## src/rtl/button_bounce_gen_pkg.sv

```systemverilog
// Shared types and constants for the button bounce generator.
// State encoding, LFSR tap mask and the default LFSR seed.
package btn_gen_pkg;

  typedef enum logic [2:0] {
    ST_IDLE           = 3'd0,
    ST_PRESS_BOUNCE   = 3'd1,
    ST_HOLD           = 3'd2,
    ST_RELEASE_BOUNCE = 3'd3,
    ST_GAP            = 3'd4
  } state_e;

  // x^16 + x^14 + x^13 + x^11 + 1
  localparam logic [15:0] LFSR_TAPS         = 16'hB400;
  localparam logic [15:0] LFSR_DEFAULT_SEED = 16'hACE1;

endpackage

```

## src/rtl/bounce_lfsr16.sv

```systemverilog
// 16-bit Fibonacci LFSR that steps only while enabled.
// A zero seed would lock up, so it is replaced by the default seed.
module bounce_lfsr16
  import btn_gen_pkg::*;
#(
  parameter logic [15:0] SEED = LFSR_DEFAULT_SEED
) (
  input  logic        clk,
  input  logic        rst,
  input  logic        enable,
  output logic [15:0] state
);

  localparam logic [15:0] INIT = (SEED == 16'h0000) ? LFSR_DEFAULT_SEED : SEED;

  logic [15:0] r_state;

  always_ff @(posedge clk or posedge rst) begin
    if (rst)         r_state <= INIT;
    else if (enable) r_state <= {r_state[14:0], ^(r_state & LFSR_TAPS)};
  end

  assign state = r_state;

endmodule

```

## src/rtl/button_bounce_gen.sv

```systemverilog
// Mechanical button emulator: press bounce, clean hold, release bounce, quiet gap, then done.
// Define BUTTON_BOUNCE_LFSR_EN for pseudo-random bounce intervals; otherwise a fixed square wave.
module button_bounce_gen
  import btn_gen_pkg::*;
#(
  parameter int unsigned BOUNCE_CYCLES = 4096,
  parameter int unsigned HOLD_CYCLES   = 300000,
  parameter int unsigned GAP_CYCLES    = 1000,
  parameter int unsigned TOGGLE_PERIOD = 64,
  parameter logic [15:0] LFSR_SEED     = 16'hACE1
) (
  input  logic clk,
  input  logic rst,
  input  logic press,
  output logic button,
  output logic busy,
  output logic done
);

  localparam int unsigned MAX_BH = (BOUNCE_CYCLES > HOLD_CYCLES) ? BOUNCE_CYCLES : HOLD_CYCLES;
  localparam int unsigned MAX_C  = (MAX_BH > GAP_CYCLES) ? MAX_BH : GAP_CYCLES;
  localparam int CW = $clog2(MAX_C + 1);
  localparam int TW = $clog2(TOGGLE_PERIOD);

  localparam logic [CW-1:0] BOUNCE_LD = CW'(BOUNCE_CYCLES - 1);
  localparam logic [CW-1:0] HOLD_LD   = CW'(HOLD_CYCLES - 1);
  localparam logic [CW-1:0] GAP_LD    = CW'(GAP_CYCLES - 1);

  state_e        r_state;
  logic [CW-1:0] r_cnt;
  logic [TW-1:0] r_tmr;
  logic          r_button;
  logic          r_busy;
  logic          r_done;
  logic [TW-1:0] w_reload;

`ifdef BUTTON_BOUNCE_LFSR_EN
  logic [15:0] w_lfsr;
  logic        w_unused_lfsr;

  bounce_lfsr16 #(.SEED(LFSR_SEED)) u_lfsr (
    .clk    (clk),
    .rst    (rst),
    .enable (r_busy),
    .state  (w_lfsr)
  );

  // Timer value v gives an interval of v+1 cycles, i.e. 1..TOGGLE_PERIOD.
  assign w_reload      = w_lfsr[TW-1:0];
  assign w_unused_lfsr = ^w_lfsr;
`else
  logic w_unused_seed;

  assign w_reload      = TW'(TOGGLE_PERIOD - 1);
  assign w_unused_seed = ^LFSR_SEED;
`endif

  always_ff @(posedge clk or posedge rst) begin
    if (rst) begin
      r_state  <= ST_IDLE;
      r_cnt    <= '0;
      r_tmr    <= '0;
      r_button <= 1'b0;
      r_busy   <= 1'b0;
      r_done   <= 1'b0;
    end else begin
      r_done <= 1'b0;
      case (r_state)
        ST_IDLE: begin
          r_button <= 1'b0;
          if (press) begin
            r_state  <= ST_PRESS_BOUNCE;
            r_busy   <= 1'b1;
            r_button <= 1'b1;
            r_cnt    <= BOUNCE_LD;
            r_tmr    <= w_reload;
          end
        end
        ST_PRESS_BOUNCE, ST_RELEASE_BOUNCE: begin
          if (r_cnt == '0) begin
            // Burst over: the next state's level overrides any pending toggle.
            if (r_state == ST_PRESS_BOUNCE) begin
              r_state  <= ST_HOLD;
              r_button <= 1'b1;
              r_cnt    <= HOLD_LD;
            end else begin
              r_state  <= ST_GAP;
              r_button <= 1'b0;
              r_cnt    <= GAP_LD;
            end
          end else begin
            r_cnt <= r_cnt - 1'b1;
            if (r_tmr == '0) begin
              r_button <= ~r_button;
              r_tmr    <= w_reload;
            end else begin
              r_tmr <= r_tmr - 1'b1;
            end
          end
        end
        ST_HOLD: begin
          r_button <= 1'b1;
          if (r_cnt == '0) begin
            r_state  <= ST_RELEASE_BOUNCE;
            r_button <= 1'b0;
            r_cnt    <= BOUNCE_LD;
            r_tmr    <= w_reload;
          end else begin
            r_cnt <= r_cnt - 1'b1;
          end
        end
        ST_GAP: begin
          r_button <= 1'b0;
          if (r_cnt == '0) begin
            r_state <= ST_IDLE;
            r_busy  <= 1'b0;
            r_done  <= 1'b1;
          end else begin
            r_cnt <= r_cnt - 1'b1;
          end
        end
        default: begin
          r_state  <= ST_IDLE;
          r_busy   <= 1'b0;
          r_button <= 1'b0;
        end
      endcase
    end
  end

  assign button = r_button;
  assign busy   = r_busy;
  assign done   = r_done;

endmodule
```

## config.mk

```make
export PLATFORM = sky130hd
export DESIGN_NAME = button_bounce_gen
export DESIGN_NICKNAME = d
export VERILOG_FILES = /design/src/rtl/button_bounce_gen_pkg.sv /design/src/rtl/bounce_lfsr16.sv /design/src/rtl/button_bounce_gen.sv
export SDC_FILE = /design/constraint.sdc
export NUM_CORES = 1
export LEC_CHECK = 0
export ABC_AREA = 1
export CORE_ASPECT_RATIO = 0.5
export CORE_MARGIN = 2
export CORE_UTILIZATION = 35
export DETAILED_ROUTE_END_ITERATION = 8
export SLEW_MARGIN = 15
export SYNTH_ARGS = -nofsm -noshare
export SYNTH_HDL_FRONTEND = slang
export SYNTH_SLANG_ARGS = --single-unit
```

## constraint.sdc

```tcl
create_clock -name clk -period 2 [get_ports clk]
set_clock_uncertainty 0.05 [all_clocks]
set_input_delay 0.2 -clock clk [delete_from_list [all_inputs] [get_ports clk]]
set_output_delay 0.2 -clock clk [all_outputs]
set_load 0.005 [all_outputs]
```

==> results of run 1 <==
## metal layers
metal | global-route usage, % | up-vias
met3 | 3.067 | 5
met5 | 0 | -
met1 | 20.46 | 863
met2 | 24.57 | 26
met4 | 4.704 | 0
li1 | - | 958
## registers in the layout (all words and copies together) (netlist names)
| name | flops |
|---|---|
| busy | 1 |
| r_tmr | 6 |
| r_cnt | 19 |
| done | 1 |
| button | 1 |
| r_state | 3 |
## cell usage in the layout, fill, tap and decap left out, types with 2 or more instances in the layout
cell	Yosys	final
sky130_fd_sc_hd__nor2_4	5	5
sky130_fd_sc_hd__xor2_1	8	8
sky130_fd_sc_hd__nor4_1	2	2
sky130_fd_sc_hd__a21oi_1	7	7
sky130_fd_sc_hd__nand2_4	1	2
sky130_fd_sc_hd__nand2_2	3	3
sky130_fd_sc_hd__clkdlybuf4s50_1	0	5
sky130_fd_sc_hd__clkbuf_16	0	5
sky130_fd_sc_hd__clkbuf_8	0	2
sky130_fd_sc_hd__nor2_1	37	37
sky130_fd_sc_hd__o21ai_0	4	4
sky130_fd_sc_hd__nand3b_1	5	5
sky130_fd_sc_hd__nand2_1	91	90
sky130_fd_sc_hd__nand4_1	5	5
sky130_fd_sc_hd__o21ai_1	4	3
sky130_fd_sc_hd__xnor2_1	5	5
sky130_fd_sc_hd__o21ai_2	7	7
sky130_fd_sc_hd__buf_4	0	4
sky130_fd_sc_hd__o21ai_4	1	2
sky130_fd_sc_hd__nand3_1	21	21
sky130_fd_sc_hd__inv_1	26	25
sky130_fd_sc_hd__inv_2	1	2
sky130_fd_sc_hd__nor3_1	3	3
sky130_fd_sc_hd__nor2_2	8	8
sky130_fd_sc_hd__dfrtp_1	31	31
sky130_fd_sc_hd__nand3_2	1	2
sky130_fd_sc_hd__ha_1	4	4
## through the flow
stage          std cells  worst slack [ns]  instance area (sq um)  hold WS, ns
2_1_floorplan        290            0.2899                   2123       0.2535
3_3_place_gp         369           0.09398                   2261       0.4193
3_5_place_dp         369           0.02786                   2261       0.4351
4_1_cts              377           0.01944                   2417       0.2845
5_1_grt              379          0.004001                   2466       0.2962
6_report             379            0.1431                   2466       0.2571
## worst paths after layout
kind | depth (start not counted) | end | start
max in group asynchronous | 3 | r_cnt[14] | rst
worst min-delay path | 3 | r_tmr[2] | rst
worst max-delay path | 14 | r_cnt[15] | r_cnt[0]
min in group clk | 2 | r_tmr[0] | r_tmr[0]
worst min register to register | 2 | r_tmr[0] | r_tmr[0]
worst max register to register | 14 | r_cnt[15] | r_cnt[0]
## power breakdown
part / leakage [uW] / switching (uW) / internal [uW]
clock: 0.0000772 / 254 / 528
combinational: 0.000694 / 21.4 / 10.4
sequential: 0.000354 / 4.24 / 632
## tightest hold or removal path, cell delays in order
cell                              delay (ns)
sky130_fd_sc_hd__clkdlybuf4s50_1        0.39
sky130_fd_sc_hd__inv_1                  0.05
sky130_fd_sc_hd__buf_4                  0.35
## layout make-up
type                            instances  area (sq um)
Timing Repair Buffer                   10         100.1
Multi-Input combinational cell        229          1236
Sequential cell                        31         775.7
Tap cell                               73         91.34
Fill cell                             569          3192
Inverter                               28         106.4
Clock buffer                            8         156.4
## logic make-up (layout without fill, tap and decap cells)
family,count (synthesis),count (layout),share of synthesized area [%]
simple gates,184,185,40.13
flops,31,31,36.53
buf+inv,31,46,6.599
compound gates,27,27,9.017
xor+xnor,13,13,5.362
fa+ha+maj,4,4,2.357
## repair_timing
action / in CTS / in global routing
buffers inserted: 0 / 1
endpoints found under the setup margin: 0 / 29
resized for setup: 0 / 5
==> results.toml, run 1 <==
[timing]
period_needed_ns = 1.857
period_share_pct = 92.84
fmax_mhz = 538.5
timing_max_transition_violations_final = 0
final_hold_viol_count = 0
grt_setup_unrepaired = "no"
max_slew.worst_pin.slew_ns = 0.4216
relSlewSlack_pct = 71.79
final-setup-viol-count = 0
setup-tns-final_ns = 0

[yosys]
register_bit_total_from_synthesis = 31
synth_flop_cell = "sky130_fd_sc_hd__dfrtp_1"
number_of_enable_type_register_cells_in_the_synthesized_netlist = 0
async_flop_share_pct = 100.0
post_synthesis_sequential_area_ratio_pct = 36.54
area_share_of_the_leading_cell_type_in_the_synthesized_netlist_pct = 36.54
synth_largest_area_cell = "sky130_fd_sc_hd__dfrtp_1"
synth.yosys.warnings = 0
synthDistinctLibCells = 31
syn_avg_cell_area_sq_um = 7.322
top_cells_by_area_in_the_synthesized_netlist = "sky130_fd_sc_hd__dfrtp_1 (37%), sky130_fd_sc_hd__nand2_1 (16%), sky130_fd_sc_hd__nor2_1 (6.5%)"
synthCells = 290
syn-cell-area_sq_um = 2123
netlist_top_cells_count = "sky130_fd_sc_hd__nand2_1 (91), sky130_fd_sc_hd__nor2_1 (37), sky130_fd_sc_hd__dfrtp_1 (31), sky130_fd_sc_hd__inv_1 (26), sky130_fd_sc_hd__nand3_1 (21)"
mappedNetlistNets = 297
synthMostInstantiatedCell = "sky130_fd_sc_hd__nand2_1"

[pwr]
report.power.total_uw = 1450
power.density_nw_per_um2 = 587.8
power.leakage_uw = 0.001124
ir_worst_vdd_mv = 0.3512

[grt]
globalRoute.totalOverflow = 0
grt_pass1_vias = 1695
track_usage_pct = 15.05
pin_count_of_the_biggest_net_entering_global_routing = 32
first_pass_grt_wire_length_um = 7824
antenna_found_initial = 0

[routing]
remaining_design_rule_violation_count = 0
met3_length_um = 189
route.top_layer_used = "met4"
num_vias = 1852
drt-total-wl_um = 4582
drt.antenna.violating_nets = 0
amount_of_wire_on_met2_after_detailed_routing_um = 2026
pre_antenna_drt_iters = 4
drt-initial-drc-count = 82
vias_per_cell = 4.887
wl_per_cell_um = 12.09
drt-met1-wl_um = 2300

[clocking]
cts_sinks = 31
hold_buffers = 0
cts-buffers-inserted = 5
clock_tree.buffer_depth = 2
clkSlewWorstSetupHoldPaths_ns = 0.05
clock_latency_reported_for_the_late_side_of_the_worst_skew_pair_ns = 0.28
tritoncts = "yes"
cts_max_level = 2
clock_tree.root_cell = "sky130_fd_sc_hd__clkbuf_16"

[final_layout]
syn2layout_area_growth_pct = 16.15
finalNetCount = 312
layout.core_utilization_pct = 43.59
diodes = 0
share_of_cells_above_drive_strength_1_pct = 15.36

[die]
die_width_um = 114.2
num_rows = 19
floorplan.initialDensity_pct = 37.53
ioPinCount = 6
core_area_sq_um = 5658
die_h_um = 59.08
die-area_sq_um = 6743

[setup_path]
crit_arrival_ns = 1.97
timing.critical_path.mode_cell = "sky130_fd_sc_hd__nand2_1"
crit_path_cell_trace = "inv_2 -> ha_1 -> inv_1 -> nor2_1 -> nand3_2 -> nor2_4 -> nand2_4 -> buf_4 -> nand2_4 -> nand2_1 -> nand2_1 -> nand2_1 -> nand2_1 -> nand2_1"
critical_path.top_delay_family = "simple AND/OR/NAND/NOR gates"
worstSetupEndpointType = "flop"
cp.required_ns = 2.11
r2r_setup_slack_ns = 0.14
cpMaxStageDelayCell = "sky130_fd_sc_hd__dfrtp_1"
critical_path.max_fanout = 9
crit_type = "reg2reg"
slowest_delay_ns = 0.39
worstSetupStartpointType = "flop"
worst-path-buf-inv = 3

[outcome]
result_of_the_run = "completed"

[place]
finalWeightedCongestion = 0.8369
place.detailed.hpwl_um = 3367
numPortBuffers = 5

[worst_hold_path]
min_path_type = "in2async"

[flow_run]
cap_viol_max_count = 0
No activity file was read; power rests on OpenSTA's default activity.
==> run 2, diff against run 1 <==
--- a/config.mk
+++ b/config.mk
@@ -10,6 +10,7 @@
 export CORE_MARGIN = 2
 export CORE_UTILIZATION = 35
 export DETAILED_ROUTE_END_ITERATION = 8
+export HOLD_SLACK_MARGIN = 0.08
 export SLEW_MARGIN = 15
 export SYNTH_ARGS = -nofsm -noshare
 export SYNTH_HDL_FRONTEND = slang
==> results of run 2 <==
Same layout as run 1: the final DEF is identical, and so are final timing and power.
==> run 3, diff against run 2 <==
--- a/config.mk
+++ b/config.mk
@@ -8,7 +8,7 @@
 export ABC_AREA = 1
 export CORE_ASPECT_RATIO = 0.5
 export CORE_MARGIN = 2
-export CORE_UTILIZATION = 35
+export CORE_UTILIZATION = 30
 export DETAILED_ROUTE_END_ITERATION = 8
 export HOLD_SLACK_MARGIN = 0.08
 export SLEW_MARGIN = 15
==> run 3 against run 2 <==
Worst hold slack better by 0.0090 ns. Sequential power about the same. Critical endpoint is now r_cnt[6]. Setup slack better by 0.0094 ns. Final area down 0.46%. Count of clock-buffer cells in the layout fell by 2. Register-to-register slack about the same. Final cell count rose by 4.5%. Fmax increased by 0.51%. Via count grew 0.22%.
==> results.toml, run 3 (synthesis results as in run 1) <==
[setup_path]
worst-path-buf-inv = 1
crit_type = "reg2reg"
critical_path.max_fanout = 10
worstSetupEndpointType = "flop"
timing.critical_path.mode_cell = "sky130_fd_sc_hd__nor2_2"
crit_arrival_ns = 1.95
slowest_delay_ns = 0.48
crit_path_cell_trace = "nor2_1 -> nand2_1 -> nor2_2 -> nor2_2 -> a21oi_4 -> nor2_2 -> inv_2 -> nand3_1"
cpMaxStageDelayCell = "sky130_fd_sc_hd__dfrtp_1"
cp.required_ns = 2.10
worstSetupStartpointType = "flop"
critical_path.top_delay_family = "simple AND/OR/NAND/NOR gates"

[die]
ioPinCount = 6
die_width_um = 123.0
floorplan.initialDensity_pct = 31.44
die-area_sq_um = 7808
die_h_um = 63.49
core_area_sq_um = 6753
num_rows = 21

[final_layout]
post_layout_nonfiller_instances = 396
max_flop_register = "r_cnt"
finalNetCount = 311
syn2layout_area_growth_pct = 15.62
mostFrequentLayoutCells = "sky130_fd_sc_hd__nand2_1 (90), sky130_fd_sc_hd__nor2_1 (37), sky130_fd_sc_hd__dfrtp_1 (31)"
diodes = 0
final_common_cell = "sky130_fd_sc_hd__nand2_1"
max_ffs_per_register = 19
layout_top_registers = "r_cnt: 19 flops, r_tmr: 6 flops, r_state: 3 flops"
final_cell_area_sq_um = 2455
share_of_cells_above_drive_strength_1_pct = 15.13

[clocking]
clock_tree.root_cell = "sky130_fd_sc_hd__clkbuf_16"
clock_tree.buffer_depth = 2
cts_max_level = 2
hold_buffers = 0
cts_sinks = 31
tritoncts = "yes"
clkSlewWorstSetupHoldPaths_ns = 0.05
clock_latency_reported_for_the_late_side_of_the_worst_skew_pair_ns = 0.27
cts-buffers-inserted = 5

[pwr]
ir_worst_vdd_mv = 0.3005
power.density_nw_per_um2 = 571.7
internal_power_uw = 1126
pwr-share-seq_pct = 45.3
clock_power_share_pct = 52.4
switchingPower_uw = 277.4
comb_power_share_pct = 2.3
power.leakage_uw = 0.001115
p_sw_share_pct = 19.76

[place]
numPortBuffers = 5
finalWeightedCongestion = 0.8038
post-place-cells = 388
place.detailed.hpwl_um = 3648
dpl-instance-area_sq_um = 2285

[routing]
drt-initial-drc-count = 95
pre_antenna_drt_iters = 4
wl_per_cell_um = 12.28
remaining_design_rule_violation_count = 0
drt.antenna.violating_nets = 0
vias_per_cell = 4.687
num_vias = 1856
drt-total-wl_um = 4863

[flow_run]
cap_viol_max_count = 0

[timing]
period_share_pct = 92.38
final-setup-viol-count = 0
timing_max_transition_violations_final = 0
final.hold.worst_slack_ns = 0.2661
period_needed_ns = 1.848
max_slew.worst_pin.slew_ns = 0.4460
final_hold_viol_count = 0
fmax_mhz = 541.3
relSlewSlack_pct = 70.15

[grt]
grt_pass1_vias = 1804
globalRoute.totalOverflow = 0
track_usage_pct = 13.96
antenna_found_initial = 0
first_pass_grt_wire_length_um = 8507
pin_count_of_the_biggest_net_entering_global_routing = 32

[worst_hold_path]
min_path_type = "in2async"

[outcome]
result_of_the_run = "completed"
[run 3: changes by cell type in the layout (fill, tap and decap cells not counted)]
cell	previous run	this run
sky130_fd_sc_hd__buf_12	1	0
sky130_fd_sc_hd__buf_4	4	5
sky130_fd_sc_hd__clkbuf_1	1	0
sky130_fd_sc_hd__clkbuf_8	2	1
sky130_fd_sc_hd__clkinv_2	1	2
sky130_fd_sc_hd__nand3_2	2	1
[run 3: worst paths after layout]
path / depth (start not counted) / start / end / slack, ns
min in group clk: 2 / r_tmr[0] / r_tmr[0] / 0.43
worst max register to register: 8 / r_state[2] / r_cnt[6] / 0.15
worst max-delay path: 8 / r_state[2] / r_cnt[6] / 0.15
worst min register to register: 2 / r_tmr[0] / r_tmr[0] / 0.43
worst min-delay path: 3 / rst / r_tmr[4] / 0.27
max in group asynchronous: 3 / rst / r_cnt[0] / 1.34
[run 3: worst register-to-register path: cells and delay by family, from the launching register on]
kind / cells / cell delay [ns]
buffers and inverters: 1 / 0.08
AOI/OAI and AO/OA: 1 / 0.32
and+or+nand+nor: 6 / 0.80
DFF: 1 / 0.48
[run 3: what timing repair did]
action,4_1_cts,5_1_grt
setup endpoints to repair,1,23
resized for setup,1,4
buffers inserted,0,1
gates cloned,0,0
[run 3: area by class of cell]
type	count	area [sq um]
flip-flops and latches	31	775.7
fillers	700	4298
repair buffers	10	87.58
multi-input cells	228	1226
well taps	92	115.1
clock inverters	1	5.005
clock buffers	6	138.9
inverters	28	106.4
[run 3: through the flow]
step / power [uW] / utilization, % / setup TNS (ns) / setup slack (ns)
floorplan: 664.7 / - / 0 / 0.2899
global placement: 679.1 / 33.83 / 0 / 0.005196
detailed placement: 679.2 / 33.83 / -0.002344 / -0.002344
CTS: 1427 / 36.02 / 0 / 0.09777
global route: 1472 / 36.35 / -0.02531 / -0.006212
finish: 1403 / 36.35 / 0 / 0.1525
[run 3: layer usage]
layer	GRT usage [%]	vias up	share of wire, %
li1	-	953	-
met1	18.49	886	49
met2	22.58	13	48
met3	2.717	4	1.9
met4	5.114	0	1.3
met5	0	-	0
[run 3: power by group through the flow]
stage | combinational (uW) | clock, uW | sequential (uW)
final | 32.4 | 735 | 636
after global routing | 37.4 | 799 | 635
after CTS | 33.5 | 758 | 635
after detailed placement | 33.5 | 0 | 646
after global placement | 33.5 | 0 | 646
after floorplan | 19.6 | 0 | 645
